<file path="src/rtl/cpu_bus_pkg.sv">
// cpu_bus_pkg
//   Shared definitions for the 8088 bus front-end:
//   - busState_t   : bus-cycle FSM encoding (IDLE/ADDR/WAIT/DONE)
//   - STB_*        : bit positions of the qualified strobes in the strobe vector
//   - TIMEOUT_RD_BIT : value replicated across the read bus on a forced completion
package cpu_bus_pkg;

  typedef enum logic [1:0] {
    ST_IDLE = 2'd0,
    ST_ADDR = 2'd1,
    ST_WAIT = 2'd2,
    ST_DONE = 2'd3
  } busState_t;

  localparam int STB_MEMR = 0;
  localparam int STB_MEMW = 1;
  localparam int STB_IOR  = 2;
  localparam int STB_IOW  = 3;
  localparam int NUM_STB  = 4;

  // A timed-out read returns all ones, like an undriven pulled-up bus.
  localparam logic TIMEOUT_RD_BIT = 1'b1;

endpackage

</file>
<file path="src/rtl/cpu_bus_region_match.sv">
// cpu_bus_region_match
//   One region comparator: hit when every masked address bit equals the base
//   and the cycle type (IO vs memory) matches the region's space.
// Ports:
//   addr  in  ADDR_W  address being latched
//   ioM   in  1       1 = IO cycle, 0 = memory cycle
//   base  in  ADDR_W  region base address
//   mask  in  ADDR_W  1 = bit takes part in the compare
//   isIo  in  1       region lives in IO space
//   hit   out 1       region matches
module cpu_bus_region_match #(
  parameter int ADDR_W = 20
) (
  input  logic [ADDR_W-1:0] addr,
  input  logic              ioM,
  input  logic [ADDR_W-1:0] base,
  input  logic [ADDR_W-1:0] mask,
  input  logic              isIo,
  output logic              hit
);

  assign hit = (((addr ^ base) & mask) == '0) && (isIo == ioM);

endmodule

</file>
<file path="src/rtl/cpu_bus_decoder.sv">
// cpu_bus_decoder
//   Bus front-end between the 8088 core and its memory/IO slaves. Latches the
//   multiplexed address on ALE, decodes it against a runtime region map into a
//   one-hot select (lowest region index wins) or the default select, qualifies
//   the CPU strobes, stretches READY for per-region wait states and slave
//   handshakes, and registers read data back to the CPU.
// Build option:
//   BUS_TIMEOUT_EN  - when defined, a WAIT lasting TIMEOUT cycles is forced to
//                     complete, pulses oTimeout and returns all-ones read data.
// Ports:
//   iClk, iRst                 clock, synchronous active-high reset
//   iAle, iAd, iIoM            address latch enable, address/data, IO/mem
//   iRdN, iWrN, iDen, iDtr     CPU strobes (active-low) and data enable/direction
//   iRegBase/Mask/Io/Wait      per-region map
//   iSlvReady, iSlvData        per-region slave handshake and read data
//   iDefData                   default-region read data
//   oAddr, oWrData             latched address, write data
//   oSel, oDefSel              one-hot region select, no-hit select
//   oMemR/oMemW/oIoR/oIoW      qualified strobes (combinational)
//   oReady, oRdData, oTimeout  READY to CPU, registered read data, timeout pulse
module cpu_bus_decoder
  import cpu_bus_pkg::*;
#(
  parameter int ADDR_W      = 20,
  parameter int DATA_W      = 8,
  parameter int NUM_REGIONS = 4,
  parameter int WAIT_W      = 4,
  parameter int TIMEOUT     = 255
) (
  input  logic                                iClk,
  input  logic                                iRst,
  input  logic                                iAle,
  input  logic [ADDR_W-1:0]                   iAd,
  input  logic                                iIoM,
  input  logic                                iRdN,
  input  logic                                iWrN,
  input  logic                                iDen,
  input  logic                                iDtr,
  input  logic [NUM_REGIONS-1:0][ADDR_W-1:0]  iRegBase,
  input  logic [NUM_REGIONS-1:0][ADDR_W-1:0]  iRegMask,
  input  logic [NUM_REGIONS-1:0]              iRegIo,
  input  logic [NUM_REGIONS-1:0][WAIT_W-1:0]  iRegWait,
  input  logic [NUM_REGIONS-1:0]              iSlvReady,
  input  logic [NUM_REGIONS-1:0][DATA_W-1:0]  iSlvData,
  input  logic [DATA_W-1:0]                   iDefData,
  output logic [ADDR_W-1:0]                   oAddr,
  output logic [DATA_W-1:0]                   oWrData,
  output logic [NUM_REGIONS-1:0]              oSel,
  output logic                                oDefSel,
  output logic                                oMemR,
  output logic                                oMemW,
  output logic                                oIoR,
  output logic                                oIoW,
  output logic                                oReady,
  output logic [DATA_W-1:0]                   oRdData,
  output logic                                oTimeout
);

  busState_t          state, stateNext;
  logic [WAIT_W-1:0]  cnt;
  logic [NUM_STB-1:0] strb;
  logic               strbAct, strbPrev, strbRise, rdAct;
  logic               latch, startWait, forceDone, rdHold;

  // ---- strobes ----
  assign strb[STB_MEMR] = iDen & ~iIoM & ~iRdN;
  assign strb[STB_MEMW] = iDtr & ~iIoM & ~iWrN;
  assign strb[STB_IOR]  = iDen &  iIoM & ~iRdN;
  assign strb[STB_IOW]  = iDtr &  iIoM & ~iWrN;
  assign oMemR    = strb[STB_MEMR];
  assign oMemW    = strb[STB_MEMW];
  assign oIoR     = strb[STB_IOR];
  assign oIoW     = strb[STB_IOW];
  assign strbAct  = |strb;
  assign strbRise = strbAct & ~strbPrev;
  assign rdAct    = strb[STB_MEMR] | strb[STB_IOR];
  assign oWrData  = iAd[DATA_W-1:0];

  // ---- decode ----
  logic [NUM_REGIONS-1:0] hit, selNext;
  logic                   defNext;

  for (genvar g = 0; g < NUM_REGIONS; g++) begin : gMatch
    cpu_bus_region_match #(.ADDR_W(ADDR_W)) uMatch (
      .addr (iAd),
      .ioM  (iIoM),
      .base (iRegBase[g]),
      .mask (iRegMask[g]),
      .isIo (iRegIo[g]),
      .hit  (hit[g])
    );
  end

  // Isolate the lowest set bit: region 0 has highest priority.
  assign selNext = hit & (~hit + NUM_REGIONS'(1));
  assign defNext = ~|hit;

  // ---- per-selected-region muxes (no select at all behaves as default) ----
  logic [WAIT_W-1:0] selWait;
  logic [DATA_W-1:0] selData;
  logic              selRdy;

  always_comb begin
    selWait = '0;
    selData = '0;
    selRdy  = 1'b0;
    for (int i = 0; i < NUM_REGIONS; i++) begin
      if (oSel[i]) begin
        selWait = selWait | iRegWait[i];
        selData = selData | iSlvData[i];
        selRdy  = selRdy  | iSlvReady[i];
      end
    end
    if (!(|oSel)) begin
      selData = iDefData;
      selRdy  = 1'b1;
    end
  end

`ifdef BUS_TIMEOUT_EN
  localparam int TO_W = $clog2(TIMEOUT + 1);
  logic [TO_W-1:0] toCnt;
`endif

  // ---- FSM next state ----
  always_comb begin
    stateNext = state;
    latch     = 1'b0;
    startWait = 1'b0;
    forceDone = 1'b0;
    case (state)
      ST_IDLE: begin
        if (iAle) begin
          latch     = 1'b1;
          stateNext = ST_ADDR;
        end
      end
      ST_ADDR: begin
        // ALE takes precedence; a coincident strobe edge is lost.
        if (iAle) begin
          latch = 1'b1;
        end else if (strbRise) begin
          startWait = 1'b1;
          stateNext = ST_WAIT;
        end
      end
      ST_WAIT: begin
        // The WAIT entry cycle counts as the first wait state, so the count
        // is spent once it reaches 1 (or was loaded as 0).
        if (!strbAct) begin
          stateNext = ST_IDLE;
        end else if ((cnt <= WAIT_W'(1)) && selRdy) begin
          stateNext = ST_DONE;
        end
`ifdef BUS_TIMEOUT_EN
        else if (toCnt == TO_W'(TIMEOUT - 1)) begin
          forceDone = 1'b1;
          stateNext = ST_DONE;
        end
`endif
      end
      ST_DONE: begin
        if (iAle) begin
          latch     = 1'b1;
          stateNext = ST_ADDR;
        end else if (!strbAct) begin
          stateNext = ST_IDLE;
        end
      end
      default: stateNext = ST_IDLE;
    endcase
  end

  // ---- state and registered outputs ----
  always_ff @(posedge iClk) begin
    if (iRst) begin
      state    <= ST_IDLE;
      cnt      <= '0;
      strbPrev <= 1'b0;
      oAddr    <= '0;
      oSel     <= '0;
      oDefSel  <= 1'b0;
      oReady   <= 1'b1;
      oRdData  <= '0;
    end else begin
      state    <= stateNext;
      strbPrev <= strbAct;
      oReady   <= (stateNext != ST_WAIT);
      if (latch) begin
        oAddr   <= iAd;
        oSel    <= selNext;
        oDefSel <= defNext;
      end
      if (startWait)
        cnt <= selWait;
      else if ((state == ST_WAIT) && (cnt != '0))
        cnt <= cnt - WAIT_W'(1);
      if (forceDone)
        oRdData <= {DATA_W{TIMEOUT_RD_BIT}};
      else if (rdAct && !rdHold)
        oRdData <= selData;
    end
  end

`ifdef BUS_TIMEOUT_EN
  // rdHold keeps the all-ones timeout data from being overwritten while the
  // CPU finishes the timed-out read.
  always_ff @(posedge iClk) begin
    if (iRst) begin
      toCnt    <= '0;
      oTimeout <= 1'b0;
      rdHold   <= 1'b0;
    end else begin
      if (startWait)
        toCnt <= '0;
      else if (state == ST_WAIT)
        toCnt <= toCnt + TO_W'(1);
      oTimeout <= forceDone;
      rdHold   <= forceDone | (rdHold & (stateNext == ST_DONE));
    end
  end
`else
  logic unusedTimeout;
  assign unusedTimeout = ^TIMEOUT;
  assign oTimeout      = 1'b0;
  assign rdHold        = 1'b0;
`endif

endmodule
</file>
<file path="config.mk">
export PLATFORM = sky130hd
export DESIGN_NAME = cpu_bus_decoder
export DESIGN_NICKNAME = d
export VERILOG_FILES = /design/src/rtl/cpu_bus_pkg.sv /design/src/rtl/cpu_bus_region_match.sv /design/src/rtl/cpu_bus_decoder.sv
export SDC_FILE = /design/constraint.sdc
export NUM_CORES = 1
export LEC_CHECK = 0
export ABC_AREA = 1
export CAP_MARGIN = 10
export CORE_AREA = 8 8 114 116
export DETAILED_ROUTE_END_ITERATION = 8
export DIE_AREA = 0 0 122 124
export MAX_ROUTING_LAYER = met4
export PLACE_DENSITY = 0.79
export SLEW_MARGIN = 20
export SYNTH_ARGS = -nofsm -noshare
export SYNTH_HDL_FRONTEND = slang
export SYNTH_SLANG_ARGS = --single-unit
</file>
<file path="constraint.sdc">
create_clock -name iClk -period 1.8 [get_ports iClk]
set_clock_uncertainty 0.15 [all_clocks]
set_input_delay 0.27 -clock iClk [delete_from_list [all_inputs] [get_ports iClk]]
set_output_delay 0.27 -clock iClk [all_outputs]
set_load 0.02 [all_outputs]
</file>
==> results of run 1 <==
==> report_power, final <==
| group | internal [mW] | switching (mW) |
|---|---|---|
| Combinational | 0.814 | 0.568 |
| Clock | 0.693 | 0.341 |
| Sequential | 0.965 | 0.0320 |
==> sequential cells by signal (all words and copies together), names as in the netlist <==
name	flops
oReady	1
oAddr	20
state	2
oRdData	8
oSel	4
oDefSel	1
cnt	4
strbPrev	1
==> worst max-delay path, delay by kind of cell <==
kind | cells | cell delay, ns
buffers and inverters | 3 | 0.76
AND/OR/NAND/NOR | 2 | 0.31
==> final cells by class <==
class                           instances  area [sq um]  area share, %
Timing Repair Buffer                  352          3400           46.4
Multi-Input combinational cell        525          2520           34.4
Sequential cell                        41           821           11.2
Inverter                               62           235           3.21
Tap cell                              143           179           2.44
Clock buffer                            7           143           1.95
Clock inverter                          1          30.0          0.410
==> logic make-up after synthesis <==
group	after synthesis	synth area share [%]
buf+inv	99	12.3
other cells	1	0.100
simple gates	428	48.8
fa+ha+maj	3	1.00
compound gates	86	14.2
flops	41	21.9
xor+xnor	7	1.64
==> what timing repair did <==
item | in CTS | in global routing
resized for setup | 31 | 24
setup endpoints to repair | 19 | 9
pin swaps | 0 | 10
endpoints found under the hold margin | 0 | 0
buffers inserted | 0 | 2
==> routing by layer <==
layer  vias to the layer above  share of wire (%)  routed length, um
li1                       2768                  -                  -
met5                         -                  0                  0
met2                       200                 50               8590
met1                      2288                 40               6790
met3                        22                8.5               1450
met4                         0                2.0                348
==> placed cells by master, fill, tap and decap left out, types with 6 or more instances in the layout <==
cell type	synthesis	routed
a21oi_1	15	13
a221oi_1	9	9
a22o_1	8	8
a31oi_1	8	8
buf_4	9	53
clkdlybuf4s50_1	0	264
dfxtp_1	41	41
dlygate4sd2_1	0	21
dlymetal6s2s_1	0	9
inv_1	56	54
inv_2	6	7
nand2_1	197	197
nand3_1	56	54
nand4_1	9	9
nor2_1	127	125
o21ai_0	33	33
or2_0	6	6
or2_1	21	21
==> worst paths after layout <==
check / start / end / slack [ns] / depth (start not counted)
min reg2reg: cnt[0] / cnt[0] / 0.36 / 2
min: iAd[14] / oAddr[14] / 0.24 / 3
max reg2reg: cnt[0] / state[0] / 0.18 / 9
max: iDen / oMemR / 0.04 / 5
==> results.toml, run 1 <==
[status]
run_status = "finished clean"

[cells_and_area]
fin_area_sq_um = 7320
final_layout_size_suffix_gt1_share_pct = 9.41
final_cells = 1131
diodes = 0
post-route-util_pct = 65.5
syn_to_final_growth_pct = 95.7
nFillCells = 1051
final_nets = 1242

[setup_path]
worstSetupStartpointType = "input port"
cp_cell_sequence = "clkdlybuf4s50_1 -> inv_1 -> or2_4 -> nor2_1 -> clkdlybuf4s15_2"
crit_arrival_ns = 1.34
critical_path.max_fanout = 3
end_kind = "primary output"
critPathMaxStageDelay_ns = 0.46
worstSetupPathType = "input port to primary output"
critPathRequiredTime_ns = 1.38
crit_slowest_cell = "clkdlybuf4s50_1"

[timing]
fin_crit_sh_pct = 97.7
slew_viol_final = 0
layout_setup_ws_ns = 0.0416
period_needed_ns = 1.76
rsz0062_at_grt = "true"
hold_viol_final = 0
whs_ns = 0.239
final-setup-viol-count = 0
tns_ns = 0
fmax_mhz = 569

[flow_run]
drv_cap = 0

[synthesis]
yosys_most_used_dff = "dfxtp_1"
synth_area_sq_um = 3740
netlist_top_cells_count = "197 x nand2_1, 127 x nor2_1, 56 x inv_1, 56 x nand3_1, 41 x dfxtp_1"
synth_edf_count = 0
async_flop_share_pct = 0
synth_top_area_cell = "dfxtp_1"
synth_seq_cells = 41
synthTopCellsByArea = "dfxtp_1 22%, nand2_1 20%, nor2_1 13%, nand3_1 7.5%, inv_1 5.6%"
synthDominantCellAreaShare_pct = 21.9
avgSynthCellArea_sq_um = 5.63
yosysMostFrequentCell = "nand2_1"
synth_cell_types = 36
synthCells = 665
synth_nets = 920
ys_seq_area_share_pct = 21.9
synth.yosys.warnings = 0

[global_routing]
grt-ovfl-total = 0
grt_max_degree = 18
gr-usage-met2_pct = 39.5
grt_pass1_wl_um = 25700
grt.busiest_layer = "met2"
antenna_found_initial = 0
grt_use_met3_pct = 6.30
grt_pass1_vias = 5205
track_usage_pct = 22.0
globalRouteMet1Util_pct = 23.1

[placement]
placed_area_sq_um = 7080
hpwl_um = 15100
gp_congestion = 0.945
dpl_worst_slack_ns = -0.471
placed_cells = 1121
port_buffers = 297

[detailed_routing]
finalWirelength_um = 17200
drt-initial-drc-count = 197
ant_nets = 0
vias_per_cell = 4.67
dr.pass1.iters = 4
vias = 5278
drc = 0
wl_per_cell_um = 15.2

[clock_tree]
clock-sinks = 41
htreeDepth = 2
cts_hold_buf = 0
clk_pin_slew_ns = 0.05
cts_tree = "built"
clock_path_buffers = 2
numCtsBuffers = 5
root_buffer = "clkbuf_16"
clk_latency_ns = 0.27

[floorplan]
num_rows = 39
io_pins = 299
start_util_pct = 33.5
die_w_um = 122
dieArea_sq_um = 15100
core_sq_um = 11200
die_h_um = 124

[min_path]
min-delay-path-class = "input port to register"

[pwr]
totalPowerFinal_mw = 3.41
total_leakage_power_nw = 3.40
p_per_area_nw_per_um2 = 466
ir_drop_mv = 0.395
(Power assumes the default switching activity.)
==> run 2, diff against run 1 <==
--- a/config.mk
+++ b/config.mk
@@ -8,10 +8,13 @@
 export ABC_AREA = 1
 export CAP_MARGIN = 10
 export CORE_AREA = 8 8 114 116
+export CTS_BUF_LIST = sky130_fd_sc_hd__clkbuf_4
+export CTS_CLUSTER_DIAMETER = 50
 export DETAILED_ROUTE_END_ITERATION = 8
 export DIE_AREA = 0 0 122 124
 export MAX_ROUTING_LAYER = met4
 export PLACE_DENSITY = 0.79
+export RECOVER_POWER = 100
 export SLEW_MARGIN = 20
 export SYNTH_ARGS = -nofsm -noshare
 export SYNTH_HDL_FRONTEND = slang
==> run 2 against run 1 <==
  * Die area did not move
  * Via count fell by 0.34%
  * Critical path depth did not move
  * Wire length fell by 0.68%
  * First-iteration DRC count fell by 16%
  * Hold slack got worse by 0.028 ns
  * Critical endpoint unchanged
  * Largest power group unchanged
==> results.toml, run 2 (synthesized netlist as in run 1, its figures left out) <==
[status]
run_status = "finished clean"

[timing]
period_needed_ns = 1.76
whs_ns = 0.211
final-setup-viol-count = 0
layout_setup_ws_ns = 0.0401
fmax_mhz = 568
hold_viol_final = 0
fin_crit_sh_pct = 97.8
slew_viol_final = 0

[clock_tree]
clock_path_buffers = 2
clk_latency_ns = 0.34
htreeDepth = 2
cts_hold_buf = 0
clock-sinks = 41
root_buffer = "clkbuf_4"
numCtsBuffers = 5
cts_setup_buffers = 0
cts_tree = "built"
clk_pin_slew_ns = 0.11

[setup_path]
worstSetupPathType = "input port to primary output"
reg2reg_from = "state[1]"
r2r-end = "oAddr[5]"
r2r_slack_ns = 0.16
critical_path.max_fanout = 3
worstSetupStartpointType = "input port"
end_kind = "primary output"
critPathRequiredTime_ns = 1.38
crit_arrival_ns = 1.34
r2r_cells = 6

[detailed_routing]
finalWirelength_um = 17100
drc = 0
vias = 5260
wl_per_cell_um = 15.1
vias_per_cell = 4.66
drt-initial-drc-count = 166
dr.pass1.iters = 4
ant_nets = 0

[global_routing]
grt_pass1_wl_um = 25700
antenna_found_initial = 0
track_usage_pct = 22.0
grt_max_degree = 18
grt-ovfl-total = 0
grt_pass1_vias = 5202

[pwr]
total_leakage_power_nw = 3.29
p_per_area_nw_per_um2 = 416
ir_drop_mv = 0.332

[cells_and_area]
final_nets = 1240
syn_to_final_growth_pct = 89.1
largest_reg_flops = 20
final_layout_size_suffix_gt1_share_pct = 8.01
layout_commonest_cell = "clkdlybuf4s50_1"
final_cells = 1129
largest-register = "oAddr"
largestRegisters = "oAddr x20, oRdData x8"
final_cell_mix = "255 x clkdlybuf4s50_1, 198 x nand2_1, 126 x nor2_1, 55 x nand3_1, 54 x inv_1"
diodes = 0
post-route-util_pct = 63.3

[min_path]
min-delay-path-class = "input port to register"
min_delay_path_depth = 3
hold_path_end = "oAddr[8]"
hold_start = "iAd[8]"

[floorplan]
die_h_um = 124
dieArea_sq_um = 15100
core_sq_um = 11200
num_rows = 39
io_pins = 299
start_util_pct = 33.5
die_w_um = 122

[placement]
gp_congestion = 0.945
port_buffers = 297
dpl_worst_slack_ns = -0.471
placed_cells = 1121
hpwl_um = 15100

[flow_run]
drv_cap = 0
-- run 2: cell types whose count changed in the layout (fill, tap and decap cells not counted), moves of 2 or more --
cell and change:
clkbuf_2 +2, clkdlybuf4s50_1 -9, clkbuf_1 +15, a21oi_1 +2
clkinv_1 +2, clkbuf_16 -5, dlymetal6s2s_1 -2, buf_4 -9
clkbuf_4 +7, a21oi_2 -2
-- run 2: metal layers --
metal | routed length, um | vias up | part of all wire [%] | global-route usage, %
met4 | 382 | 0 | 2.2 | 6.40
met3 | 1450 | 25 | 8.5 | 6.30
met5 | 0 | - | 0 | -
li1 | - | 2760 | - | -
met1 | 6700 | 2258 | 39 | 23.1
met2 | 8530 | 217 | 50 | 39.4
-- run 2: what timing repair did --
item | in CTS | in global routing
gates cloned | 0 | 0
resized for setup | 30 | 25
endpoints found under the setup margin | 23 | 10
-- run 2: area by class of cell --
cell class / count / area, sq um
fill: 1108 / 4100
multi-input combinational: 525 / 2480
clock buffer: 6 / 45.0
sequential: 41 / 821
inverter: 62 / 233
timing repair buffer: 350 / 3280
clock inverter: 2 / 33.8
tap: 143 / 179
-- run 2: how the worst max path moves through the flow --
stage / startpoint / endpoint / slack [ns] / cells past startpoint
global placement: iAd[14] / oSel[3] / -0.43 / 12
global route: iAd[16] / oSel[2] / -0.03 / 11
CTS: oDefSel / oDefSel / 0.005 / 1
floorplan: cnt[0] / state[0] / 0.34 / 9
detailed placement: iAd[14] / oDefSel / -0.47 / 12
finish: iDen / oMemR / 0.04 / 5
-- run 2: worst max-delay path, stage by stage --
cell and delay [ns]:
clkdlybuf4s50_1 0.46, inv_1 0.04, or2_4 0.23, nor2_1 0.09, clkdlybuf4s15_2 0.26
-- run 2: metrics by stage --
stage          instance area, sq um  setup TNS [ns]  power (mW)
3_3_place_gp                   7080           -6.31        2.39
5_1_grt                        7070         -0.0307        3.13
3_5_place_dp                   7080           -6.96        2.40
6_report                       7070               0        2.94
4_1_cts                        7140               0        3.01
2_1_floorplan                  3740               0        1.54
-- run 2: where the power goes --
group          switching, mW  internal (mW)  total, mW
Combinational          0.560          0.786       1.35
Clock                  0.298          0.305      0.603
Sequential            0.0311          0.964      0.995
==> RTL change: new RTL, config.mk and constraints of run 1 <==
Add a define of `BUS_TIMEOUT_EN`.
--- a/src/rtl/cpu_bus_decoder.sv
+++ b/src/rtl/cpu_bus_decoder.sv
@@ -20,2 +20,4 @@
 //   oReady, oRdData, oTimeout  READY to CPU, registered read data, timeout pulse
+`define BUS_TIMEOUT_EN
+
 module cpu_bus_decoder
Formal check against the unedited RTL: no difference found for any inputs over 10 cycles, from zero or initial values and one cycle with iRst high; that may be too few to reach the edited logic, so the function may still have changed.
==> RTL change against run 1 <==
  * Power up 3.4%
  * Sequential power up 22%
  * Die area unchanged
  * Wire length up 5.7%
  * Sequential cell count up 10
  * Setup slack better by 0.0088 ns
  * Final area up 6.2%
  * Hold slack better by 0.056 ns
  * Area after synthesis up 13%
==> RTL change: results (changes against run 1) <==
The power attributed to sequential cells is 1.22 mW (+22%). The via-per-instance ratio came to 4.78 (+2.5%). The total leakage power came out at 3.61 nW (+6.1%). The proportion of total power due to net switching came to 0.287 (+0.0114). The final-stage net count came out at 1295 (+4.3%). The number of distinct library cell variants in the gate-level netlist after synthesis was 43 (+19%). The first-pass GRT wire length came out at 27.7 mm (+7.7%). The via count came out at 5658 (+7.2%).

The TritonCTS buffer count is 5 (unchanged). The maximum vdd ir drop was 334 uV (-16%). The biggest fanout along the worst timing path is 4 (+1). The largest stage delay on the critical path is 0.64 ns (+0.18 ns). The flow ran to the end, and the final reports show no timing, DRC or antenna violations. The post-DP HPWL is 15.9 mm (+4.9%).

The global placement routability congestion came out at 0.935 (-1.1%). In the post-synthesis netlist, the biggest area contributors are dfxtp_1 (24%), nand2_1 (19%), nand3_1 (9.0%). The number of gates resized after cts is 30 (-3.2%). The number of fillers in the final layout came out at 1007 (-4.2%). The combined global-route utilization of all metal layers is 0.238 (+0.0180). The power attributed to the clock group is 918 uW (-11%). The placed cell count was 1173 (+4.6%). The largest net degree at the start of global routing came out at 21 (+3). The pre-CTS setup slack is -0.399 ns (+0.0726 ns). The final routed wire length divided by cell count came out at 15.3 microns (+1.0%). The count of routing violations after the opening detailed-route iteration came out at 273 (+39%). The initial antenna violation count is 1 (+1).

The largest registers in the layout are oAddr (20), oRdData (8), toCnt (8). The post-place instance area came out at 7600 sq um (+7.4%).
[RTL change: worst paths after layout]
path                    startpoint                     to  slack (ns)  cells past startpoint
max           oSel[3]$_SDFFE_PP0P_                oSel[3]        0.05                      1
max reg2reg    cnt[0]$_SDFFE_PP0P_      oReady$_SDFF_PP1_        0.12                      9
min reg2reg  toCnt[5]$_SDFFE_PP0P_  toCnt[5]$_SDFFE_PP0P_        0.30                      2
min                         iAd[0]  oAddr[0]$_SDFFE_PP0P_        0.30                      4
[RTL change: layer usage]
metal | routed length, microns | up-vias | global-route usage
li1 | - | 2949 | -
met4 | 288 | 0 | 0.0571
met2 | 9020 | 217 | 0.430
met1 | 7290 | 2476 | 0.254
met5 | 0 | - | -
met3 | 1550 | 16 | 0.0626
[RTL change: cells by family (layout without fill, tap and decap cells)]
| group | after synthesis | count (layout) | synth area share |
|---|---|---|---|
| and+or+nand+nor | 440 | 440 | 0.467 |
| DFF | 51 | 51 | 0.241 |
| xor gates and xnor gates | 8 | 8 | 0.0165 |
| adders and majority gates | 5 | 5 | 0.0147 |
| other | 0 | 1 | 0 |
| AOI/OAI and AO/OA | 91 | 91 | 0.134 |
| buffers and inverters | 115 | 444 | 0.127 |
[RTL change: layout make-up]
type / instances / area, sq um / share of cell area
Timing Repair Buffer: 350 / 3410 / 0.439
Multi-Input combinational cell: 544 / 2700 / 0.347
Sequential cell: 51 / 1020 / 0.131
Inverter: 86 / 323 / 0.0415
Tap cell: 143 / 179 / 0.0230
Clock buffer: 6 / 129 / 0.0166
Clock inverter: 2 / 12.5 / 0.00161
Antenna cell: 1 / 2.50 / 0.000322
[RTL change: through the flow]
step	hold WS, ns	utilization
floorplan	0.268	-
global placement	0.285	0.680
detailed placement	0.292	0.680
CTS	0.301	0.691
global route	0.331	0.696
finish	0.295	0.696
